--- config.mk ---
export PLATFORM = sky130hd
export DESIGN_NAME = sprite_dma_ctrl
export DESIGN_NICKNAME = d
export VERILOG_FILES = /design/src/rtl/sprite_dma_ctrl.sv
export SDC_FILE = /design/constraint.sdc
export NUM_CORES = 1
export LEC_CHECK = 0
export CORE_MARGIN = 5
export CORE_UTILIZATION = 50
export DETAILED_ROUTE_END_ITERATION = 8
export GPL_ROUTABILITY_DRIVEN = 0
export PLACE_DENSITY = 0.85
export SKIP_CTS_REPAIR_TIMING = 1
export SYNTH_ARGS = -nofsm -noshare
export SYNTH_HDL_FRONTEND = slang
export SYNTH_SLANG_ARGS = --single-unit
--- constraint.sdc ---
create_clock -name clk -period 4.7 [get_ports clk]
set_input_delay 0.47 -clock clk [delete_from_list [all_inputs] [get_ports clk]]
set_output_delay 0.47 -clock clk [all_outputs]
set_load 0.02 [all_outputs]
--- src/rtl/sprite_dma_ctrl.sv ---
// sprite_dma_ctrl: on each vblank rise, halts the CPU and copies the 16 attribute bytes
// and 16 coordinate bytes from main RAM into sprite RAM, one byte per cycle.
module sprite_dma_ctrl #(
    parameter logic [15:0] ATTR_BASE   = 16'h4FF0,
    parameter logic [15:0] COORD_BASE  = 16'h5060,
    parameter int          N_SPR_BYTES = 16,
    parameter logic [7:0]  HALT_TMO    = 8'd64
) (
    input  logic        clk,
    input  logic        rst,
    input  logic        vblank,
    input  logic        cpu_halted,
    output logic        gpu_pause,
    output logic [15:0] ram_addr,
    input  logic [7:0]  ram_dout,
    output logic        spr_wr_en,
    output logic [4:0]  spr_addr,
    output logic [7:0]  spr_din,
    output logic        dma_busy,
    output logic        frame_done,
    output logic        late_err,
    output logic [7:0]  skip_cnt
);
    localparam int TOTAL = 2 * N_SPR_BYTES;
    localparam int IW = $clog2(TOTAL);

    typedef enum logic [1:0] {IDLE, REQ, COPY, DRAIN} state_t;

    state_t         state, state_nx;
    logic           vblank_q;
    logic [7:0]     tmo_cnt;
    logic [IW-1:0]  idx;
    logic [15:0]    addr_q;
    logic [15:0]    addr_calc;
    logic           wr_en_q;
    logic [4:0]     wr_addr_q;
    logic           start;
    logic           timeout;
    logic           last_idx;

    assign start     = vblank & ~vblank_q;
    assign timeout   = tmo_cnt == HALT_TMO - 8'd1;
    assign last_idx  = idx == IW'(TOTAL - 1);
    assign addr_calc = (idx < IW'(N_SPR_BYTES)) ? ATTR_BASE + 16'(idx)
                                                : COORD_BASE + 16'(idx) - 16'(N_SPR_BYTES);

    always_ff @(posedge clk) begin
        if (!rst) begin
            state     <= IDLE;
            vblank_q  <= 1'b0;
            tmo_cnt   <= '0;
            idx       <= '0;
            addr_q    <= '0;
            wr_en_q   <= 1'b0;
            wr_addr_q <= '0;
            late_err  <= 1'b0;
            skip_cnt  <= '0;
        end else begin
            state     <= state_nx;
            vblank_q  <= vblank;
            tmo_cnt   <= (state == REQ) ? tmo_cnt + 8'd1 : '0;
            idx       <= (state == COPY) ? idx + IW'(1) : '0;
            addr_q    <= (state == COPY) ? addr_calc : addr_q;
            // read data returns one cycle after the address, so the write lags by one stage
            wr_en_q   <= state == COPY;
            wr_addr_q <= 5'(idx);
            if ((state == COPY || state == DRAIN) && !vblank)
                late_err <= 1'b1;
            if (state == REQ && !cpu_halted && timeout && skip_cnt != 8'hFF)
                skip_cnt <= skip_cnt + 8'd1;
        end
    end

    always_comb begin
        state_nx = state;
        case (state)
            IDLE:    state_nx = start ? REQ : IDLE;
            REQ:     state_nx = cpu_halted ? COPY : (timeout ? IDLE : REQ);
            COPY:    state_nx = last_idx ? DRAIN : COPY;
            default: state_nx = IDLE;
        endcase
    end

    always_comb begin
        dma_busy   = state != IDLE;
        gpu_pause  = state != IDLE;
        frame_done = state == DRAIN;
        ram_addr   = (state == COPY) ? addr_calc : addr_q;
        spr_wr_en  = wr_en_q;
        spr_addr   = wr_addr_q;
        spr_din    = wr_en_q ? ram_dout : 8'h00;
    end
endmodule

After elaboration in Yosys (flattened, before gate mapping) --
Cells that the tools add are included.
Word-level totals: register bits 47, bits of input ports 12, output and inout port bits 42, logic and storage cells 43
Cells by class: add/subtract/negate cells 6, order comparisons 1, eq/ne operators 6, muxes and demuxes 8, bitwise operators 2, reduce and logical (&&, ||, !) cells 11
Operators by type and width (number):
- 15-bit by 5-bit adder with 16-bit output, first input constant | 2
- 16-bit 2-to-1 mux | 2
- 8-bit by 1-bit adder with 8-bit output, second input constant | 2
- 16-bit by 5-bit subtractor with 16-bit output, second input constant | 1
- 8-bit by 6-bit equality test with 1-bit output, second input constant | 1
- 8-bit 2-to-1 mux | 1
- 8-bit inequality test, second input constant | 1
- 2-bit one-hot mux with 3 select lines | 1
- 5-bit by 1-bit adder with 5-bit output, second input constant | 1
- 5-bit equality test, second input constant | 1
- 5-bit < comparator, second input constant | 1
- 2-bit equality test, second input constant | 2
- 1-bit logical AND | 4
- 2-bit AND reduction | 2
- 1-bit 2-to-1 mux | 3
- 2-bit by 1-bit equality test with 1-bit output, second input constant | 1
- 1-bit zero test | 2
- 2-bit zero test | 1
- 2-bit 2-to-1 mux | 1
- 2-bit nonzero test | 1
- 1-bit bitwise AND | 1
- 1-bit logical OR | 1
- 1-bit inverter | 1

Depth between registers and ports, before layout --
word-level depth 4, gate-level depth with buffers 6, gate-level depth less buffers 6

Worst setup path after synthesis --
OpenSTA, ideal clock, no wires.
path type flip-flop to flip-flop, from register skip_cnt[0], to register skip_cnt[2], data arrival time 1.651 ns, data required time 4.609 ns, path slack 2.958 ns, cell stages (with the launch flop) 6, path through dfxtp_1 -> ha_1 -> nand2_1 -> nor3_1 -> nor2_1 -> a311oi_1
Between the ends: word-level cells in the longest chain between the ends 2, elaborated cells between the ends (all ways) 3
Ends and longest elaborated chain:
- start, declared | RTL line 22 | output logic [7:0] skip_cnt
- start signal, assigned | RTL line 70 | skip_cnt <= skip_cnt + 8'd1;
- branches (longest 2 deep; another with 8-bit by 1-bit adder with 8-bit output)
Several ways; the timed one is not identified. A chain may end at the register's enable or synchronous reset.

Final worst setup path --
from register state[1], to output port ram_addr[9]
Between the ends: word-level cells in the longest chain between the ends 2
Ends and longest elaborated chain:
- start, declared | RTL line 29 | state_t state, state_nx;
- start signal, assigned | RTL line 59 | state <= state_nx;
- 2-bit equality test | RTL line 88 | ram_addr = (state == COPY) ? addr_calc : addr_q;
- 16-bit 2-to-1 mux | RTL line 88
- end, declared | RTL line 14 | output logic [15:0] ram_addr,
Every way passes these cells.

==> impl_metrics.env <==
export IMPL_drtAntennaViolNets=0
export IMPL_rrSetupSlack_ns=2.75
export IMPL_vias_per_cell=5.07
export IMPL_cts_buffers=5
export IMPL_min_path_cells=2
export IMPL_status="finished clean"
export IMPL_hold_viol_final=0
export IMPL_crit_type="reg2out"
export IMPL_synth_ff_type="dfxtp_1"
export IMPL_relSlewSlack_pct=45.3
export IMPL_seq_area_frac_synth_pct=50.8
export IMPL_grt_ovfl_total=0
export IMPL_fmax_mhz=346
export IMPL_critPathCaptureType="output port"
export IMPL_cpPeakStageDelay_ns=0.62
export IMPL_hold_class="reg2reg"
export IMPL_cp_buffers_inverters=1
export IMPL_dieArea_um2=5020
export IMPL_wl_per_cell_um=12.0
export IMPL_dp_hpwl_um=2700
export IMPL_synth_common_cells="47 x dfxtp_1, 27 x and2_1, 24 x nand2_1"
export IMPL_synth_area_leaders="dfxtp_1 51%, and2_1 9.1%, nand2_1 4.9%"
export IMPL_yosys_cell_count_top_type="dfxtp_1"
export IMPL_antenna_found_initial=0
export IMPL_synthesis_area_um2=1850
export IMPL_row_count=22
export IMPL_finalMaxSlewViolations=0
export IMPL_drive_above_1_share_pct=3.91
export IMPL_grt_pass1_wl_um=6110
export IMPL_power_density_nw_per_um2=311
export IMPL_diodes=0
export IMPL_cp_max_fo=19
export IMPL_rsz0062_at_grt="false"
export IMPL_worstMarginPinSlew_ns=0.818
export IMPL_fp_dieW_um=70.8
export IMPL_maxCapViolations=0
export IMPL_die_y_um=70.8
export IMPL_syn_inst=204
export IMPL_clk_latency_ns=0.29
export IMPL_rr_worst_depth=5
export IMPL_met1_usage_pct=17.6
export IMPL_core_area_um2=3630
export IMPL_worstPathRequired_ns=4.23
export IMPL_drt_initial_drc_count=116
export IMPL_clk_pin_slew_worst_paths_ns=0.08
export IMPL_io_pins=54
export IMPL_htreeDepth=2
export IMPL_finalCritPeriodShare_pct=61.5
export IMPL_totalWireLength_um=3640
export IMPL_grtUsageMet3_pct=6.25
export IMPL_layout_nets=271
export IMPL_fin_tns_setup_ns=0
export IMPL_grt_busiest_layer="met2"
export IMPL_hold_start="addr_q[12]$_SDFF_PN0_"
export IMPL_post_route_min_period_ns=2.89
export IMPL_synth_distinct_cells=34
export IMPL_rr_endpoint="skip_cnt[2]$_SDFFE_PN0P_"
export IMPL_port_buffers=53
export IMPL_arrival_ns=2.42
export IMPL_synth_top_area_share_pct=50.8
export IMPL_cp_cell_sequence="nand2b_1 > nor2_1 > a21o_1 > clkdlybuf4s50_1"
export IMPL_start_util_pct=50.9
export IMPL_grt_max_degree=30
export IMPL_vias=1540
export IMPL_synth_edf_count=0
export IMPL_timing_rr_start="skip_cnt[0]$_SDFFE_PN0P_"
export IMPL_root_buffer="clkbuf_8"
export IMPL_synth_fp_nets=220
export IMPL_cp_top_family="simple AND/OR/NAND/NOR gates"
export IMPL_cts_tree="built"
export IMPL_clock_sinks=47
export IMPL_p_leak_nw=1.04
export IMPL_ir_drop_uv=219
export IMPL_dr_pass1_iters=4
export IMPL_grt_met2_usage_pct=24.6
export IMPL_syn2layout_area_growth_pct=36.2
export IMPL_yosys_warnings=0
export IMPL_worstHoldEndpoint="addr_q[12]$_SDFF_PN0_"
export IMPL_ys_ff_latch=47
export IMPL_async_flop_share_pct=0
export IMPL_cts_buffer_depth=2
export IMPL_worst_clock_skew_ns=0.00453
export IMPL_worst_path_max_delay_cell="clkdlybuf4s50_1"
export IMPL_final_core_util_pct=69.4
export IMPL_yosys_area_top_type="dfxtp_1"
export IMPL_worstSetupStartpointType="flop"
export IMPL_track_usage_pct=14.8
export IMPL_finalSetupViolCount=0
export IMPL_grt_pass1_vias=1427
export IMPL_synth_avg_cell_area_um2=9.07
export IMPL_drcViolationCount=0
-- logic make-up after synthesis --
kind of cell,synth area share (%)
simple gates,27.9
flops,50.8
compound gates,10.7
buf+inv,3.52
xor+xnor,3.31
fa+ha+maj,2.70
mux,1.08
-- registers in the layout, summed over array words and instances, names as in the netlist --
name	cells
tmo_cnt	8
spr_addr	5
skip_cnt	8
spr_wr_en	1
idx	5
late_err	1
state	2
addr_q	16
vblank_q	1
-- worst min-delay path, stage by stage (launching register included) --
cell     delay [ns]
dfxtp_1        0.30
nand2_1        0.06
a21oi_1        0.06
-- layer usage --
layer	share of wire (%)	wire (um)	vias up
met5	0	0	-
met4	0.52	19	0
met2	45	1640	51
met3	7.5	272	2
met1	47	1710	695
li1	-	-	792
-- final cells by class --
cell class / count / area [um^2]
flip-flops and latches: 47 / 941
clock buffers: 6 / 82.6
fillers: 296 / 1110
inverters: 7 / 26.3
multi-input cells: 141 / 845
clock inverters: 2 / 35.0
repair buffers: 53 / 531
well taps: 48 / 60.1
-- power breakdown --
group | total, mW | internal [mW] | switching [mW]
combinational | 0.0762 | 0.0379 | 0.0383
sequential | 0.410 | 0.405 | 0.00454
clock | 0.298 | 0.172 | 0.126
total | 0.784 | 0.615 | 0.169
-- through the flow --
| step | cells | total power [mW] | hold slack, ns | instance area, um^2 | setup WS [ns] |
|---|---|---|---|---|---|
| 4_1_cts | 304 | 0.798 | 0.468 | 2520 | 1.78 |
| 5_1_grt | 304 | 0.818 | 0.490 | 2520 | 1.57 |
| 6_report | 304 | 0.784 | 0.466 | 2520 | 1.81 |
| 3_3_place_gp | 296 | 0.494 | 0.444 | 2400 | 2.24 |
| 2_1_floorplan | 204 | 0.460 | 0.430 | 1850 | 2.96 |
| 3_5_place_dp | 296 | 0.496 | 0.457 | 2400 | 2.12 |
-- layout by cell type (no fill, tap or decap), types with 3 or more instances in the layout --
cell type and n:
xor2_1 3, nand2_1 24, a21o_1 6, o41ai_1 3
a21oi_1 10, dfxtp_1 47, o21ai_0 3, nand3_1 7
clkbuf_8 6, ha_1 4, nor2_1 16, and2_1 27
clkdlybuf4s50_1 53, xnor2_1 4, and3_1 6, inv_1 7
or4_1 3, nand2b_1 5
-- worst max path at each step --
stage | startpoint | endpoint | slack, ns | cells after the start
final | state[1]$_SDFF_PN0_ | ram_addr[9] | 1.81 | 4
after global placement | state[1]$_SDFF_PN0_ | ram_addr[10] | 2.24 | 4
after global routing | state[1]$_SDFF_PN0_ | ram_addr[9] | 1.57 | 4
after floorplan | skip_cnt[0]$_SDFFE_PN0P_ | skip_cnt[2]$_SDFFE_PN0P_ | 2.96 | 5
after CTS | state[1]$_SDFF_PN0_ | ram_addr[9] | 1.78 | 4
after detailed placement | state[1]$_SDFF_PN0_ | ram_addr[9] | 2.12 | 4
Note: power is estimated with default switching activity, not from simulation.
